## config.mk

```make
export PLATFORM = sky130hd
export DESIGN_NAME = regfile_wb_arbiter
export DESIGN_NICKNAME = d
export VERILOG_FILES = /design/src/rtl/regfile_wb_arbiter.sv
export SDC_FILE = /design/constraint.sdc
export NUM_CORES = 1
export LEC_CHECK = 0
export CAP_MARGIN = 40
export CORE_ASPECT_RATIO = 1.2
export CORE_MARGIN = 2
export CORE_UTILIZATION = 39
export CTS_CLUSTER_DIAMETER = 200
export DETAILED_ROUTE_END_ITERATION = 8
export GPL_TIMING_DRIVEN = 0
export PLACE_DENSITY = 0.8
export SLEW_MARGIN = 20
export SYNTH_ARGS = -nofsm -noshare
export SYNTH_HDL_FRONTEND = slang
export SYNTH_SLANG_ARGS = --single-unit
```

## constraint.sdc

```tcl
create_clock -name clk -period 1.8 [get_ports clk]
set_input_delay 0.18 -clock clk [delete_from_list [all_inputs] [get_ports clk]]
set_output_delay 0.18 -clock clk [all_outputs]
set_load 0.1 [all_outputs]
```

## src/rtl/regfile_wb_arbiter.sv

```systemverilog
// Two-source writeback arbiter for the register-file write port, with a busy scoreboard
// for multi-cycle destinations. Optional forwarding ports under `WB_FWD_EN.
module regfile_wb_arbiter #(
    parameter int unsigned STARVE_MAX = 4
) (
    input  logic        clk,
    input  logic        rst_n,
    input  logic        s0_valid,
    input  logic [4:0]  s0_rd,
    input  logic [31:0] s0_data,
    output logic        s0_ready,
    input  logic        s1_valid,
    input  logic [4:0]  s1_rd,
    input  logic [31:0] s1_data,
    output logic        s1_ready,
    input  logic        iss_valid,
    input  logic [4:0]  iss_rd,
    output logic        iss_ready,
    output logic [31:0] busy_vec,
`ifdef WB_FWD_EN
    input  logic [4:0]  fwd_rs1,
    input  logic [4:0]  fwd_rs2,
    output logic        fwd_hit1,
    output logic        fwd_hit2,
    output logic [31:0] fwd_data1,
    output logic [31:0] fwd_data2,
`endif
    output logic        W_en,
    output logic [4:0]  Rd,
    output logic [31:0] Wr_data
);

    localparam logic [3:0] LP_STARVE_MAX = 4'(STARVE_MAX);

    logic [3:0]  r_starve_cnt;
    logic [31:0] r_busy;
    logic        r_wen;
    logic [4:0]  r_rd;
    logic [31:0] r_wdata;

    logic        w_s1_win;
    logic        w_s0_xfer;
    logic        w_s1_xfer;
    logic        w_iss_set;
    logic [4:0]  w_win_rd;
    logic [31:0] w_win_data;
    logic [31:0] w_busy_nxt;

    // src0 has priority unless src1 has waited STARVE_MAX cycles
    assign w_s1_win  = s1_valid & (~s0_valid | (r_starve_cnt == LP_STARVE_MAX));
    assign s1_ready  = rst_n & w_s1_win;
    assign s0_ready  = rst_n & ~w_s1_win;
    assign w_s0_xfer = s0_valid & s0_ready;
    assign w_s1_xfer = s1_valid & s1_ready;

    assign iss_ready = ~r_busy[iss_rd];
    assign w_iss_set = iss_valid & iss_ready & (iss_rd != 5'd0);

    always_comb begin
        w_win_rd   = s0_rd;
        w_win_data = s0_data;
        if (w_s1_xfer) begin
            w_win_rd   = s1_rd;
            w_win_data = s1_data;
        end
    end

    // Clear applied before set so a same-cycle issue to the retiring rd stays busy
    always_comb begin
        w_busy_nxt = r_busy;
        if (w_s1_xfer) begin
            w_busy_nxt[s1_rd] = 1'b0;
        end
        if (w_iss_set) begin
            w_busy_nxt[iss_rd] = 1'b1;
        end
        w_busy_nxt[0] = 1'b0;
    end

    always_ff @(posedge clk) begin
        if (!rst_n) begin
            r_starve_cnt <= '0;
        end else if (!s1_valid || w_s1_xfer) begin
            r_starve_cnt <= '0;
        end else if (r_starve_cnt != LP_STARVE_MAX) begin
            r_starve_cnt <= r_starve_cnt + 4'd1;
        end
    end

    always_ff @(posedge clk) begin
        if (!rst_n) begin
            r_busy <= '0;
        end else begin
            r_busy <= w_busy_nxt;
        end
    end

    always_ff @(posedge clk) begin
        if (!rst_n) begin
            r_wen   <= 1'b0;
            r_rd    <= '0;
            r_wdata <= '0;
        end else begin
            r_wen <= (w_s0_xfer | w_s1_xfer) & (w_win_rd != 5'd0);
            if (w_s0_xfer || w_s1_xfer) begin
                r_rd    <= w_win_rd;
                r_wdata <= w_win_data;
            end
        end
    end

    assign busy_vec = r_busy;
    assign W_en     = r_wen;
    assign Rd       = r_rd;
    assign Wr_data  = r_wdata;

`ifdef WB_FWD_EN
    // Covers reads that sample before the register file commits on the negedge
    assign fwd_hit1  = r_wen & (r_rd == fwd_rs1) & (fwd_rs1 != 5'd0);
    assign fwd_hit2  = r_wen & (r_rd == fwd_rs2) & (fwd_rs2 != 5'd0);
    assign fwd_data1 = r_wdata;
    assign fwd_data2 = r_wdata;
`endif

endmodule

```

==> summary.md, run 1 <==
| Metric | Value |
|---|---|
| Crit path time final | `around 2.1 ns` |
| Syn Nets | `475` |
| Dominant synthesized flop cell | `dfxtp_1` |
| Max Cap Viol | `0` |
| Crit-path max FO | `6` |
| Seq/Total Area, Yosys | `0.396` |
| Htree depth | `3` |
| GPL Wtd Cong | `~0.9` |
| Worst-Margin Slew | `a little under 0.6 ns` |
| Final wirelength | `18400 µm` |
| Slew headroom | `0.602` |
| Die X | `between 90 and 100 µm` |
| Number of synthesized flops with an enable pin | `0` |
| Num CTS Buffers | `9` |
| Worst path cell trace | `inv_2 > ha_4 > nand3b_1 > a21boi_2 > buf_6 > buf_6 > nand4b_1 > buf_6 > o211ai_1 > o31ai_1` |
| CTS Hold Bufs | `0` |
| Total core area | `around 9000 µm²` |
| Hold slack final | `between 0.3 and 0.4 ns` |
| Worst-case clock buffer depth | `2` |
| Nets | `around 730` |
| Final setup violation count | `52` |
| Pre-CTS setup slack | `-0.961 ns` |
| Starting density of the core | `0.404` |
| Setup TNS | `-4.83 ns` |
| CTS tree | `yes` |
| CP Buf/Inv Count | `4` |
| Pwr/cell area | `659 nW/µm²` |
| CTS Root Cell | `clkbuf_8` |
| DRC viols | `0` |
| Max VDD drop | `between 500 and 600 µV` |
| Vias/cell | `6.15` |
| Commonest cells in the synthesized netlist | `dfxtp_1, nand2_1, mux2i_1` |
| Fin. Hold Viols | `0` |
| Io pins | `~160` |
| Placed insts | `roughly 730` |
| Synth Area in Adders | `0.00679` |
| Largest family of logic cells by synthesized area | `compound AO/OA/AOI/OAI gates` |
| Synth-to-Final Area Change | `99.9%` |
| Clock transition at path regs | `~0.070 ns` |
| Critical path launch point type | `register` |
| Distinct cells, synth | `46` |
| Synth Area in Simple Gates | `0.170` |
| Pre-Repair DR Iteration Count | `5` |
| Die Ht | `around 110 µm` |
| Tot GR Track Use | `0.329` |
| Most numerous cell in the Yosys netlist | `dfxtp_1` |
| CTS Sinks | `between 70 and 80` |
| Rows | `38` |
| Total Power | `4860 µW` |
| Post-Synth XOR/XNOR Area | `0.00475` |
| Crit path setup slack, layout | `-0.254 ns` |
| Mapped Area | `around 3700 µm²` |
| Initial antenna violation count | `0` |
| Vias in the first global route | `approximately 4800` |
| Violated checks | `negative setup slack` |
| Proportion of synthesized area in mux cells | `0.142` |
| Share of layout cells above drive strength 1 | `0.287` |
| Status | `finished, violations left` |
| Synth top area share | `0.396` |
| Antenna viol nets, final | `0` |
| DIE AREA | `between 10000 and 15000 µm²` |
| Setup Skew | `slightly above 0.009 ns` |
| Leak pwr | `0.00316 µW` |
| Critical path class | `register to register` |
| Synth Register Bits | `73` |
| Max incr delay on CP | `0.33 ns` |
| Final period utilization | `1.14` |
| Synth warn | `0` |
| CP dominant cell by count | `buf_6` |
| Post-Layout Cell Count | `between 700 and 800` |
| Yosys top cell by area | `dfxtp_1` |
| Congestion Overflow GR | `0` |
| Synth async-reset ratio | `0` |
| Area contributors post-synth | `dfxtp_1, mux2i_1, o211a_1` |
| PortBufs | `151` |
| Clock Latency Late Sink | `between 0.3 and 0.4 ns` |
| First-pass GRT wire length | `~26000 µm` |
| Syn avg cell area | `about 9.5 µm²` |
| Worst Setup End Kind | `register` |
| Worst Path Arrival | `around 2.3 ns` |
| Slew Viols, Final | `0` |
| RSZ-0062 raised after global routing | `yes` |
| CP required | `about 2.0 ns` |
| CP max stage cell | `dfxtp_2` |
| First DRT Iteration DRCs | `443` |
| HPWL Detailed | `11000 µm` |
| Fmax achieved | `between 400 and 500 MHz` |
| Avg WL per Cell | `roughly 24 µm` |
| Area fraction in compound gates after synthesis | `0.232` |
| N_diodes | `0` |
| Vias post-DR | `4702` |
| Filler cells | `roughly 430` |
| Synthesized instance count | `a little under 400` |
| Critical path's top delay family | `compound AO/OA/AOI/OAI gates` |
| HP Class | `primary input to register` |
| Largest net degree at the start of global routing | `11` |
[power breakdown]
part           total [µW]  switching [µW]  internal [µW]
logic                1960            1120            834
clock network        1140             629            515
registers            1760            66.2           1690
[logic make-up (layout without fill, tap and decap cells)]
| group | count (synthesis) | count (layout) |
|---|---|---|
| and+or+nand+nor | 123 | 123 |
| xor gates and xnor gates | 2 | 2 |
| other | 1 | 1 |
| adders and majority gates | 2 | 2 |
| AOI/OAI and AO/OA | 102 | 102 |
| DFF | 73 | 73 |
| muxes | 51 | 51 |
| buffers and inverters | 35 | 291 |
[cell usage in the layout (no fill, tap or decap), drive strengths merged, types with 3 or more instances in the layout]
cell	Yosys	routed
nand2	59	59
nand3	8	8
inv	3	3
and2	3	3
clkbuf	20	32
or2	3	3
a32o	9	9
o31ai	16	16
mux2i	49	49
nor3	3	3
nor2	13	13
nor2b	9	9
clkdlybuf4s50	0	144
nand3b	3	3
dfxtp	73	73
o211a	37	37
o211ai	24	24
nand4b	4	4
buf	12	107
o21ai	8	8
nand4	5	5
nand2b	3	3
a21oi	3	3
[worst paths after layout]
check | cells past startpoint | startpoint | slack (ns) | end
max | 10 | r_starve_cnt[1] | -0.25 | busy_vec[25]
min | 3 | s1_rd[0] | 0.32 | busy_vec[31]
max reg2reg | 10 | r_starve_cnt[1] | -0.25 | busy_vec[25]
min reg2reg | 2 | busy_vec[1] | 0.51 | busy_vec[1]
[state kept, by name, summed over array words and instances (netlist names)]
name          cells
Wr_data          32
busy_vec         31
Rd                5
r_starve_cnt      4
W_en              1
[through the flow]
stage / cell area (µm²) / util
2_1_floorplan: 3770 / -
3_3_place_gp: 5430 / 0.595
3_5_place_dp: 6750 / 0.740
4_1_cts: 7310 / 0.801
5_1_grt: 7370 / 0.807
6_report: 7370 / 0.807
[repair_timing]
action | in CTS | in global routing
pin swaps | 21 | 15
resized for setup | 41 | 37
buffers inserted | 22 | 2
gates cloned | 5 | 0
endpoints found under the setup margin | 69 | 72
[cell type report]
cell class                      instances  area (µm²)  share of cell area
Inverter                                3        11.3             0.00153
Buffer                                 30         194              0.0263
Clock buffer                           12         145              0.0197
Sequential cell                        73        1510               0.204
Multi-Input combinational cell        281        2230               0.303
Tap cell                              120         150              0.0204
Timing Repair Buffer                  245        3120               0.424
Clock inverter                          1        5.00            0.000679
[worst min-delay path, stage by stage]
cell,delay (ns)
clkbuf_1,0.18
nand4_1,0.13
a32o_1,0.15
[routing by layer]
metal | global-route usage | vias up | part of all wire
met5 | 0 | - | 0
met4 | 0.184 | 0 | 0.066
met3 | 0.0778 | 123 | 0.10
met2 | 0.570 | 405 | 0.49
met1 | 0.364 | 2212 | 0.34
li1 | - | 1962 | -
Note: power is estimated with default switching activity, not from simulation.
==> run 2, diff against run 1 <==
--- a/config.mk
+++ b/config.mk
@@ -7,7 +7,7 @@
 export LEC_CHECK = 0
 export CAP_MARGIN = 40
 export CORE_ASPECT_RATIO = 1.2
-export CORE_MARGIN = 2
+export CORE_MARGIN = 3
 export CORE_UTILIZATION = 39
 export CTS_CLUSTER_DIAMETER = 200
 export DETAILED_ROUTE_END_ITERATION = 8
==> run 2 against run 1 <==
Net effect: final cell count grew 1.6%; largest cell class unchanged; clock skew grew 0.018 ns; count of clock-buffer cells in the layout grew 1; hold slack lost 0.0014 ns; sequential power is essentially flat; critical path type unchanged; routed wire length grew 7.9%; global-route usage grew 0.59 points; critical path depth is the same; non-clock buffer count grew 9; the run still ends with negative setup slack left; clock power grew 20%.
==> summary.md, run 2 (synthesis results as in run 1) <==
| Metric | Value |
|---|---|
| Max VDD drop | `528 µV` |
| NetSw | `1930 µW` |
| Congestion Overflow GR | `0` |
| Htree depth | `3` |
| DIE AREA | `around 11000 µm²` |
| Status | `finished, violations left` |
| Final wirelength | `around 20000 µm` |
| Setup Skew | `0.0271 ns` |
| Vias post-DR | `between 4000 and 5000` |
| First DRT Iteration DRCs | `about 570` |
| Initial antenna violation count | `0` |
| Sw frac | `0.375` |
| Crit path time final | `about 2.1 ns` |
| GPL Wtd Cong | `around 0.90` |
| Fin. Hold Viols | `0` |
| Vias in the first global route | `about 5000` |
| CTS Root Cell | `clkbuf_8` |
| Clock Latency Late Sink | `approximately 0.37 ns` |
| Tot GR Track Use | `0.335` |
| Worst-Margin Slew | `between 0.6 and 0.7 ns` |
| Max Cap Viol | `0` |
| Antenna viol nets, final | `0` |
| Max FFs per register | `32` |
| First-pass GRT wire length | `27400 µm` |
| Avg WL per Cell | `25.5 µm` |
| Vias/cell | `approximately 6.2` |
| Setup TNS | `-9.76 ns` |
| Share of layout cells above drive strength 1 | `0.306` |
| Fmax achieved | `roughly 480 MHz` |
| DRC viols | `0` |
| Commonest non-fill, non-tap cell in the layout | `clkdlybuf4s50_1` |
| Rows | `38` |
| Clock transition at path regs | `0.10 ns` |
| Combinational power share | `0.391` |
| Num CTS Buffers | `9` |
| Worst Setup End Kind | `register` |
| Clock share of power | `0.267` |
| Worst-case clock buffer depth | `2` |
| Die X | `94.7 µm` |
| Io pins | `roughly 160` |
| Pre-Repair DR Iteration Count | `6` |
| Slew headroom | `0.564` |
| RSZ-0062 raised after global routing | `yes` |
| CP required | `2.05 ns` |
| N_diodes | `0` |
| CTS tree | `yes` |
| Die Ht | `112 µm` |
| PortBufs | `~150` |
| Crit-path max FO | `6` |
| CTS Hold Bufs | `0` |
| HPWL Detailed | `around 11000 µm` |
| HP Class | `primary input to register` |
| Violated checks | `negative setup slack` |
| Critical path launch point type | `register` |
| Largest net degree at the start of global routing | `13` |
| Synth-to-Final Area Change | `106%` |
| Leak pwr | `roughly 0.0032 µW` |
| Pwr/cell area | `about 680 nW/µm²` |
| Starting density of the core | `0.404` |
| Final setup violation count | `between 70 and 80` |
| Sequential share of power | `0.342` |
| Total core area | `just over 9000 µm²` |
| CTS Sinks | `73` |
| Slew Viols, Final | `0` |
| Cell Int Power | `approximately 3200 µW` |
| Worst Path Arrival | `around 2.3 ns` |
| Critical path class | `register to register` |
| Nets | `738` |
| Post-Route Utilization | `0.831` |
| Commonest non-fill, non-tap cells in the layout | `clkdlybuf4s50_1, nand2_1, buf_8` |
| Crit path setup slack, layout | `-0.284 ns` |
| Final period utilization | `1.16` |
## run 2: cell count changes in the layout (fill, tap and decap cells not counted), sizes merged
cell           previous run  this run
clkbuf                   32        33
clkinv                    1         2
buf                     107       116
dlymetal6s2s              2         1
clkinvlp                  0         1
clkdlybuf4s50           144       145
## run 2: cell type report
class | count | area (µm²)
Timing Repair Buffer | 253 | 3240
Multi-Input combinational cell | 281 | 2270
Fill cell | 404 | 1540
Sequential cell | 73 | 1500
Buffer | 31 | 213
Clock buffer | 13 | 180
Tap cell | 120 | 150
Clock inverter | 3 | 21.3
Inverter | 3 | 11.3
## run 2: repair_timing
item	in CTS	in global routing
endpoints found under the setup margin	69	75
gates resized for setup	51	31
pin swaps	21	21
gates cloned	5	0
setup buffers	27	10
## run 2: worst max-delay path: stages, from the launching register on
cell      delay [ns]
dfxtp_2         0.34
inv_2           0.08
ha_4            0.14
nand3b_1        0.13
a21boi_2        0.25
buf_4           0.18
buf_8           0.15
buf_12          0.14
mux2i_1         0.24
nand2_1         0.13
o211a_1         0.21
## run 2: path summary, 6_finish.rpt
kind                            slack [ns]            start      endpoint  cells past startpoint
worst max-delay path                 -0.28  r_starve_cnt[1]   Wr_data[15]                     10
worst min-delay path                  0.32         s1_rd[0]  busy_vec[31]                      3
worst max register to register       -0.28  r_starve_cnt[1]   Wr_data[15]                     10
worst min register to register        0.51      busy_vec[3]   busy_vec[3]                      2
## run 2: routing by layer
layer	vias up	global-route usage	wire [µm]
met2	477	0.577	9540
met5	-	0	0
met3	137	0.0851	2340
li1	1984	-	-
met4	0	0.167	1250
met1	2232	0.377	6700
## run 2: power by group through the flow
stage / sequential [µW] / combinational [µW] / clock [µW]
after global routing: 1760 / 2050 / 1430
final: 1760 / 2010 / 1370
after detailed placement: 1780 / 1790 / 0
after floorplan: 2330 / 373 / 0
after global placement: 1770 / 1360 / 0
after CTS: 1750 / 1910 / 1280
## run 2: stage by stage
stage	instances	power (µW)	hold slack (ns)	instance area (µm²)	setup slack, ns
6_report	777	5140	0.320	7580	-0.284
5_1_grt	777	5240	0.350	7580	-0.324
4_1_cts	776	4930	0.292	7490	-0.314
3_5_place_dp	732	3560	0.489	6830	-0.966
3_3_place_gp	660	3130	0.478	5430	-1.31
2_1_floorplan	389	2700	0.331	3770	-0.225
==> patch (settings of run 2) <==
Reset style: asynchronous (`rst_n`), changed in 3 clocked blocks.
--- a/src/rtl/regfile_wb_arbiter.sv
+++ b/src/rtl/regfile_wb_arbiter.sv
@@ -77,7 +77,7 @@
         w_busy_nxt[0] = 1'b0;
     end
 
-    always_ff @(posedge clk) begin
+    always_ff @(posedge clk or negedge rst_n) begin
         if (!rst_n) begin
             r_starve_cnt <= '0;
         end else if (!s1_valid || w_s1_xfer) begin
@@ -87,7 +87,7 @@
         end
     end
 
-    always_ff @(posedge clk) begin
+    always_ff @(posedge clk or negedge rst_n) begin
         if (!rst_n) begin
             r_busy <= '0;
         end else begin
@@ -95,7 +95,7 @@
         end
     end
 
-    always_ff @(posedge clk) begin
+    always_ff @(posedge clk or negedge rst_n) begin
         if (!rst_n) begin
             r_wen   <= 1'b0;
             r_rd    <= '0;
Function: differs if rst_n is asserted again (counterexample within 4 cycles, from zero or initial values and one cycle with rst_n low); with rst_n held inactive, the same outputs for 10 cycles.
==> patch against run 2 <==
The flow still finishes with violations (setup timing). Design area grew 5.6%. Sequential cell count unchanged. Synthesized cell count down 3.9%. Worst setup slack worse by 0.22 ns. Cell count decreased by 1.2%. Global-route usage fell by 1.9 points. Register-to-register slack worse by 0.05 ns. Synthesized area shrank 0.34%. Wire length is 3.0% higher.
Power is not compared: it rests on default switching activity, and its combinational part moved more than twofold at a synthesized area within 25%.
==> patch: results (changes against run 2) <==
\begin{tabular}{lr}
\hline
Metric & Value \\
\hline
\multicolumn{2}{l}{\textbf{Hold path}} \\
Endpoint with the worst hold slack & r\_starve\_cnt[0] \\
\multicolumn{2}{l}{\textbf{Finish}} \\
Cell area after layout & 8010 um2 (+5.6\%) \\
Fillers & 379 (-6.2\%) \\
\multicolumn{2}{l}{\textbf{Placed design}} \\
Worst-case setup slack after placement & -1.12 ns (-0.152 ns) \\
Dpl cell area & 6640 um2 (-2.7\%) \\
\multicolumn{2}{l}{\textbf{Clock network}} \\
Resized cells post-CTS & 80 (+57\%) \\
Hold bufs inserted after CTS & 6 (+6) \\
\multicolumn{2}{l}{\textbf{Setup path}} \\
Critical path arrival & 2.13 ns (-0.20 ns) \\
Critical Path Max Stage Delay & 0.50 ns (+0.16 ns) \\
Crit path max-delay family & multiplexers \\
Number of cells traversed by the worst register-to-register path & 11 (+1) \\
\multicolumn{2}{l}{\textbf{GRT}} \\
Combined global-route utilization of all metal layers & 0.315 (-0.0193) \\
Global routing met2 resource utilization & 0.560 (-0.0175) \\
\multicolumn{2}{l}{\textbf{Synthesis}} \\
Share of the yosys chip area belonging to registers & 0.497 (+0.101) \\
Post-synthesis mux area share & 0.0702 (-0.0721) \\
Share of flip-flops with an asynchronous set or reset & 1.00 (+1.00) \\
Adder-cell share of the synthesized area & 0.00681 (+0.0000231) \\
\multicolumn{2}{l}{\textbf{Timing}} \\
Number of endpoints failing setup at the final stage & 78 (+9.9\%) \\
Tightest Pin Transition & 1.14 ns (+0.484 ns) \\
Setup slack after layout & -0.508 ns (-0.224 ns) \\
\multicolumn{2}{l}{\textbf{Routing}} \\
Routed met3 length & 1860 um (-21\%) \\
Starting DRC count in detailed routing & 382 (-33\%) \\
M1 WL & 6680 um (-0.28\%) \\
\multicolumn{2}{l}{\textbf{Status}} \\
Violated checks & setup timing \\
Status & finished, violations left \\
\hline
\end{tabular}
## patch: cell types whose count changed after synthesis, moves of 9 or more
| cell | run 2 | this run |
|---|---|---|
| sky130_fd_sc_hd__dfrtp_1 | 0 | 73 |
| sky130_fd_sc_hd__dfxtp_1 | 73 | 0 |
| sky130_fd_sc_hd__o21ai_0 | 2 | 71 |
| sky130_fd_sc_hd__mux2i_1 | 49 | 10 |
| sky130_fd_sc_hd__o211a_1 | 37 | 0 |
| sky130_fd_sc_hd__o22ai_1 | 0 | 32 |
| sky130_fd_sc_hd__o211ai_1 | 24 | 2 |
| sky130_fd_sc_hd__nand2_1 | 58 | 44 |
| sky130_fd_sc_hd__a32o_1 | 9 | 0 |
| sky130_fd_sc_hd__o21ai_1 | 6 | 15 |
## patch: final cells by class
type	instances	share of cell area
plain buffers	28	0.0273
clock buffers	11	0.0164
clock inverters	5	0.0102
inverters	7	0.00359
multi-input cells	266	0.291
flip-flops and latches	73	0.232
well taps	120	0.0187
repair buffers	258	0.401
